[src/rtl/queue_pkg.sv]
// Shared types, defaults and ticket arithmetic for the counter dispatcher.
package queue_pkg;

  localparam int TICKET_W        = 8;
  localparam int DEF_NUM_DESKS   = 4;
  localparam int DEF_QUEUE_DEPTH = 32;
  localparam int DEF_CALL_HOLD   = 3;

  typedef enum logic [0:0] {
    ST_IDLE     = 1'b0,
    ST_ANNOUNCE = 1'b1
  } disp_state_e;

  // Tickets run 1..255; 0 is reserved to mean "no ticket".
  function automatic logic [TICKET_W-1:0] ticket_next(input logic [TICKET_W-1:0] t);
    return (t == '1) ? TICKET_W'(1) : t + TICKET_W'(1);
  endfunction

endpackage

[src/rtl/rr_arbiter.sv]
// Combinational round-robin arbiter: the search starts at ptr_i and wraps.
module rr_arbiter #(
  parameter int N  = 4,
  parameter int PW = 2
) (
  input  logic [N-1:0]  req_i,
  input  logic [PW-1:0] ptr_i,
  output logic [N-1:0]  gnt_o,
  output logic          valid_o
);

  logic [PW-1:0] idx;

  // First requester at or after the pointer wins.
  always_comb begin
    gnt_o   = '0;
    valid_o = 1'b0;
    idx     = '0;
    for (int i = 0; i < N; i++) begin
      idx = PW'((int'(ptr_i) + i) % N);
      if (!valid_o && req_i[idx]) begin
        gnt_o[idx] = 1'b1;
        valid_o    = 1'b1;
      end
    end
  end

endmodule

[src/rtl/counter_dispatcher.sv]
// Ticket dispenser and desk caller.
//   state       | meaning
//   ST_IDLE     | free to grant the head ticket to an open, idle desk
//   ST_ANNOUNCE | holding the call announcement for CALL_HOLD cycles
module counter_dispatcher import queue_pkg::*; #(
  parameter int NUM_DESKS   = DEF_NUM_DESKS,
  parameter int QUEUE_DEPTH = DEF_QUEUE_DEPTH,
  parameter int CALL_HOLD   = DEF_CALL_HOLD,
  localparam int DW = (NUM_DESKS > 1) ? $clog2(NUM_DESKS) : 1
) (
  input  logic                            clk,
  input  logic                            rst_n,
  input  logic                            btn_new,
  input  logic [NUM_DESKS-1:0]            btn_done,
  input  logic [NUM_DESKS-1:0]            desk_open,
  output logic [TICKET_W-1:0]             next_ticket,
  output logic [7:0]                      waiting,
  output logic                            full,
  output logic [NUM_DESKS-1:0]            desk_busy,
  output logic [NUM_DESKS*TICKET_W-1:0]   desk_ticket,
  output logic                            call_valid,
  output logic [DW-1:0]                   call_desk,
  output logic [TICKET_W-1:0]             call_ticket
);

  disp_state_e                   state_q;
  logic                          new_prev_q;
  logic [NUM_DESKS-1:0]          done_prev_q;
  logic [TICKET_W-1:0]           next_ticket_q, head_q;
  logic [7:0]                    waiting_q, waiting_d;
  logic [NUM_DESKS-1:0]          desk_busy_q, desk_busy_d;
  logic [NUM_DESKS*TICKET_W-1:0] desk_ticket_q, desk_ticket_d;
  logic                          call_valid_q;
  logic [DW-1:0]                 call_desk_q, rr_ptr_q, gnt_idx;
  logic [TICKET_W-1:0]           call_ticket_q;
  logic [7:0]                    hold_q;

  logic                          new_ev, new_acc, grant, arb_valid, full_w;
  logic [NUM_DESKS-1:0]          done_ev, arb_gnt;

  rr_arbiter #(.N(NUM_DESKS), .PW(DW)) u_arb (
    .req_i   (desk_open & ~desk_busy_q),
    .ptr_i   (rr_ptr_q),
    .gnt_o   (arb_gnt),
    .valid_o (arb_valid)
  );

  assign full_w  = (waiting_q == 8'(QUEUE_DEPTH));
  assign new_ev  = btn_new & ~new_prev_q;
  assign done_ev = btn_done & ~done_prev_q;
  assign new_acc = new_ev & ~full_w;
  assign grant   = (state_q == ST_IDLE) && (waiting_q != 8'd0) && arb_valid;

  // Encode the one-hot grant to a desk index.
  always_comb begin
    gnt_idx = '0;
    for (int i = 0; i < NUM_DESKS; i++) begin
      if (arb_gnt[i]) gnt_idx = DW'(i);
    end
  end

  // Next queue count and desk occupancy; done only clears, grant only sets idle desks.
  always_comb begin
    waiting_d = waiting_q;
    if (new_acc && !grant)      waiting_d = waiting_q + 8'd1;
    else if (!new_acc && grant) waiting_d = waiting_q - 8'd1;
    desk_busy_d   = (desk_busy_q & ~done_ev) | (grant ? arb_gnt : '0);
    desk_ticket_d = desk_ticket_q;
    for (int i = 0; i < NUM_DESKS; i++) begin
      if (grant && arb_gnt[i]) desk_ticket_d[TICKET_W*i +: TICKET_W] = head_q;
    end
  end

  // All state, including the call FSM and its registered outputs.
  always_ff @(posedge clk) begin
    if (!rst_n) begin
      state_q       <= ST_IDLE;
      new_prev_q    <= 1'b1;
      done_prev_q   <= '1;
      next_ticket_q <= TICKET_W'(1);
      head_q        <= TICKET_W'(1);
      waiting_q     <= '0;
      desk_busy_q   <= '0;
      desk_ticket_q <= '0;
      call_valid_q  <= 1'b0;
      call_desk_q   <= '0;
      call_ticket_q <= '0;
      rr_ptr_q      <= '0;
      hold_q        <= '0;
    end else begin
      new_prev_q  <= btn_new;
      done_prev_q <= btn_done;
      if (new_acc) next_ticket_q <= ticket_next(next_ticket_q);
      waiting_q     <= waiting_d;
      desk_busy_q   <= desk_busy_d;
      desk_ticket_q <= desk_ticket_d;
      case (state_q)
        ST_IDLE: begin
          if (grant) begin
            state_q       <= ST_ANNOUNCE;
            call_valid_q  <= 1'b1;
            call_desk_q   <= gnt_idx;
            call_ticket_q <= head_q;
            hold_q        <= 8'(CALL_HOLD - 1);
            head_q        <= ticket_next(head_q);
            rr_ptr_q      <= (gnt_idx == DW'(NUM_DESKS - 1)) ? '0 : gnt_idx + DW'(1);
          end
        end
        ST_ANNOUNCE: begin
          if (hold_q == 8'd0) begin
            state_q      <= ST_IDLE;
            call_valid_q <= 1'b0;
          end else begin
            hold_q <= hold_q - 8'd1;
          end
        end
        default: state_q <= ST_IDLE;
      endcase
    end
  end

  assign next_ticket = next_ticket_q;
  assign waiting     = waiting_q;
  assign full        = full_w;
  assign desk_busy   = desk_busy_q;
  assign desk_ticket = desk_ticket_q;
  assign call_valid  = call_valid_q;
  assign call_desk   = call_desk_q;
  assign call_ticket = call_ticket_q;

endmodule

[config.mk]
export PLATFORM = sky130hd
export DESIGN_NAME = counter_dispatcher
export DESIGN_NICKNAME = d
export VERILOG_FILES = /design/src/rtl/queue_pkg.sv /design/src/rtl/rr_arbiter.sv /design/src/rtl/counter_dispatcher.sv
export SDC_FILE = /design/constraint.sdc
export NUM_CORES = 1
export LEC_CHECK = 0
export CELL_PAD_IN_SITES_DETAIL_PLACEMENT = 1
export CELL_PAD_IN_SITES_GLOBAL_PLACEMENT = 2
export CORE_UTILIZATION = 35
export DETAILED_ROUTE_END_ITERATION = 10
export DONT_BUFFER_PORTS = 1
export PLACE_DENSITY_LB_ADDON = 0.1
export REMOVE_ABC_BUFFERS = 1
export SYNTH_ARGS = -nofsm -noshare
export SYNTH_HDL_FRONTEND = slang
export SYNTH_SLANG_ARGS = --single-unit
[constraint.sdc]
create_clock -name clk -period 6.95 [get_ports clk]
set_input_delay 1.0425 -clock clk [delete_from_list [all_inputs] [get_ports clk]]
set_output_delay 1.0425 -clock clk [all_outputs]
set_load 0.01 [all_outputs]
==> metrics.md <==
| Metric | Value |
|---|---|
| Final #Nets | `470` |
| RSZ-0062 raised after global routing | `no` |
| Largest net degree at the start of global routing | `87` |
| Sequential power share | `between 30% and 40%` |
| Routed vias/inst | `~5.1` |
| GPL Wtd Cong | `0.851` |
| Clk sinks | `87` |
| CTS Buf Count | `9` |
| Final WL | `9.64 mm` |
| Sw frac | `39.2%` |
| Die height | `~110 um` |
| Htree depth | `3` |
| CP Class | `reg -> reg` |
| Clk pwr share | `around a quarter` |
| Via count | `~3,000` |
| IO Pins | `75` |
| Post-Synthesis Cell Area | `between 4000 and 5000 um^2` |
| Antenna diodes | `0` |
| Worst slew margin | `between 50% and 60%` |
| Initial Util | `36.0%` |
| Register area | `approximately 1700 um^2` |
| WHS | `between 0.5 and 0.6 ns` |
| Hold_buf cts | `0` |
| FFs w/ async S/R, synth | `0%` |
| Post-synth cell types | `57` |
| Peak VDD IR | `0.155 mV` |
| P_int | `between 1000 and 1500 uW` |
| Remaining DRCs | `0` |
| GRT Util Overall | `16.8%` |
| Syn. warnings | `0` |
| Post_cts resized | `0` |
| Core area | `approximately 11,000 um^2` |
| Ranking of synthesized cells by area | `dfxtp_1, mux2i_1, nand2_1` |
| TritonCTS clock tree | `yes` |
| Wire per inst | `16.4 um` |
| Share of the synthesized area in the top cell type | `between 40% and 50%` |
| Congestion Overflow GR | `0` |
| Flop2flop setup slack | `2.91 ns` |
| Mean post-synth cell area | `~9.3 um^2` |
| CP Capture Type | `flop` |
| Pwr Density | `445 nW/um^2` |
| Crit path cell chain | `nor3_1 > nand3b_1 > and2_1 > buf_4 > inv_1 > ha_1 > inv_1 > ha_1 > a21oi_1 > o211ai_1 > o41ai_1 > xnor2_1 > or3_1 > a21boi_0` |
| Clk_skew | `roughly 0.0086 ns` |
| Sw power | `786 uW` |
| Hold worst-path end | `hold_q[1]` |
| Endpoints failing setup | `0` |
| Crit path max fanout | `23` |
| Max Root-Sink Buffers | `2` |
| First-pass GRT wire length | `15.3 mm` |
| Num rows | `39` |
| Hold path start | `hold_q[1]` |
| Data required time of the critical path | `between 7 and 8 ns` |
| Area delta synth->final | `9.94%` |
| R2R Path Start | `waiting[0]` |
| Count of input and output buffers | `0` |
| Vias in the first global route | `slightly below 3,000` |
| Post-DP HPWL | `6.83 mm` |
| #FFs+latches synth | `87` |
| Crit-path slowest cell | `nor3_1` |
| Post-CTS setup buffers | `0` |
| Root buffer cell | `clkbuf_16` |
| Hold/Removal Path Class | `reg -> reg` |
| Multi-input combinational cell area | `roughly 2200 um^2` |
| Hold depth | `1` |
| Yosys top cell by area | `dfxtp_1` |
| Reg clk slew, reported paths | `about 0.060 ns` |
| Status | `complete, no violations` |
| Least-Margin Pin Slew | `about 0.66 ns` |
| Final hold violations | `0` |
| Synth cell count leaders | `nand2_1, dfxtp_1, mux2i_1` |
| Sequential-to-total area share from yosys stat | `42.4%` |
| Critical Path AT | `4.31 ns` |
| CP max stage delay | `just over 0.5 ns` |
| DR pass1 iterations | `4` |
| Fraction of layout cells with a size suffix above 1 | `~8.6%` |
| Period utilisation layout | `about three fifths` |
| EDFF count, synth | `0` |
| FMAX | `approximately 0.25 GHz` |
| 1st-iter DRT viols | `72` |
| Min cycle time layout | `4.04 ns` |
| Setup TNS | `0 ns` |
| FF-to-FF path depth | `14` |
| Ys flop type | `dfxtp_1` |
| Die X-Extent | `110 um` |
| Crit start category | `flop` |
| Routed Antenna Nets | `0` |
| Clk Latency, worst-skew pair | `about 0.34 ns` |
| Initial antenna violation count | `0` |
| Design Power | `~2000 uW` |
| Max-cap violations | `0` |
| Fill cells | `1,313` |
| Die ar. | `12,200 um^2` |
| Cells after Synth | `roughly 440` |
| Comb pwr share | `between 40% and 50%` |
| Reg-to-Reg End | `waiting[7]` |
| Count leader, synth | `nand2_1` |
| Max Slew Vio Count | `0` |
| Leakage | `approximately 0.0019 uW` |
-- worst max-delay path, delay by kind of cell, from the launching register on --
kind | cells | cell delay, ns
xor gates and xnor gates | 1 | 0.13
buffers and inverters | 3 | 0.73
adders and majority gates | 2 | 0.60
AOI/OAI and AO/OA | 4 | 0.83
and+or+nand+nor | 4 | 1.26
DFF | 1 | 0.39
-- cells by family (layout without fill, tap and decap cells) --
group / after synthesis / count (layout) / synth area share, %
buffers and inverters: 33 / 34 / 3.44
AOI/OAI and AO/OA: 67 / 67 / 12.2
adders and majority gates: 20 / 20 / 6.28
DFF: 87 / 87 / 42.4
and+or+nand+nor: 174 / 174 / 20.5
muxes: 39 / 39 / 10.5
xor gates and xnor gates: 22 / 22 / 4.69
-- power groups by stage --
stage	registers (uW)	clock network (uW)	logic, uW
5_1_grt	731	528	917
2_1_floorplan	692	0	647
3_3_place_gp	725	0	799
6_report	712	490	805
4_1_cts	716	508	821
3_5_place_dp	727	0	816
-- layout make-up --
type	instances	share of cell area [%]
Tap cell	143	3.96
Sequential cell	87	38.6
Clock inverter	6	1.55
Inverter	18	1.50
Clock buffer	9	4.99
Timing Repair Buffer	1	0.166
Multi-Input combinational cell	322	49.2
-- sequential cells by signal, indices dropped and copies added (netlist names) --
register and cells:
waiting 8, head_q 8, hold_q 8, call_valid 1, state_q 1, desk_busy 4, call_ticket 8, desk_ticket 32
next_ticket 8, rr_ptr_q 2, new_prev_q 1, call_desk 2, done_prev_q 4
-- through the flow --
step | cell area [um^2] | std cells | setup slack, ns | utilization (%)
after floorplan | 4030 | 427 | 2.77 | -
after global placement | 4220 | 571 | 2.68 | 36.9
after detailed placement | 4220 | 571 | 2.47 | 36.9
after CTS | 4510 | 586 | 2.78 | 39.5
after global routing | 4510 | 586 | 2.48 | 39.5
final | 4510 | 586 | 2.91 | 39.5
-- routing by layer --
layer | vias up | share of wire [%] | track usage, %
met2 | 39 | 47 | 26.7
li1 | 1505 | - | -
met1 | 1427 | 47 | 21.3
met5 | - | 0 | 0
met4 | 0 | 2.2 | 8.55
met3 | 13 | 3.7 | 3.82
-- placed cells by master (no fill, tap or decap), types with 6 or more instances in the layout --
cell and n:
nand2_1 89, xnor2_1 11, a21oi_1 8, nor2b_1 6, dfxtp_1 87, nor2_1 18, nor3_1 7, and2_1 15
nand3_1 7, a21boi_0 14, mux2i_1 35, nand2b_1 8, inv_1 16, o21ai_0 16, ha_1 19, clkbuf_16 9
xor2_1 11
-- worst max path at each step --
stage | endpoint | cells past startpoint | slack, ns | start
after floorplan | waiting[7] | 13 | 2.77 | desk_open[1]
after global placement | waiting[7] | 14 | 2.68 | desk_open[1]
after detailed placement | waiting[7] | 14 | 2.47 | desk_open[1]
after CTS | waiting[7] | 14 | 2.78 | waiting[0]
after global routing | waiting[7] | 14 | 2.48 | waiting[0]
final | waiting[7] | 14 | 2.91 | waiting[0]
(Power assumes the default switching activity.)
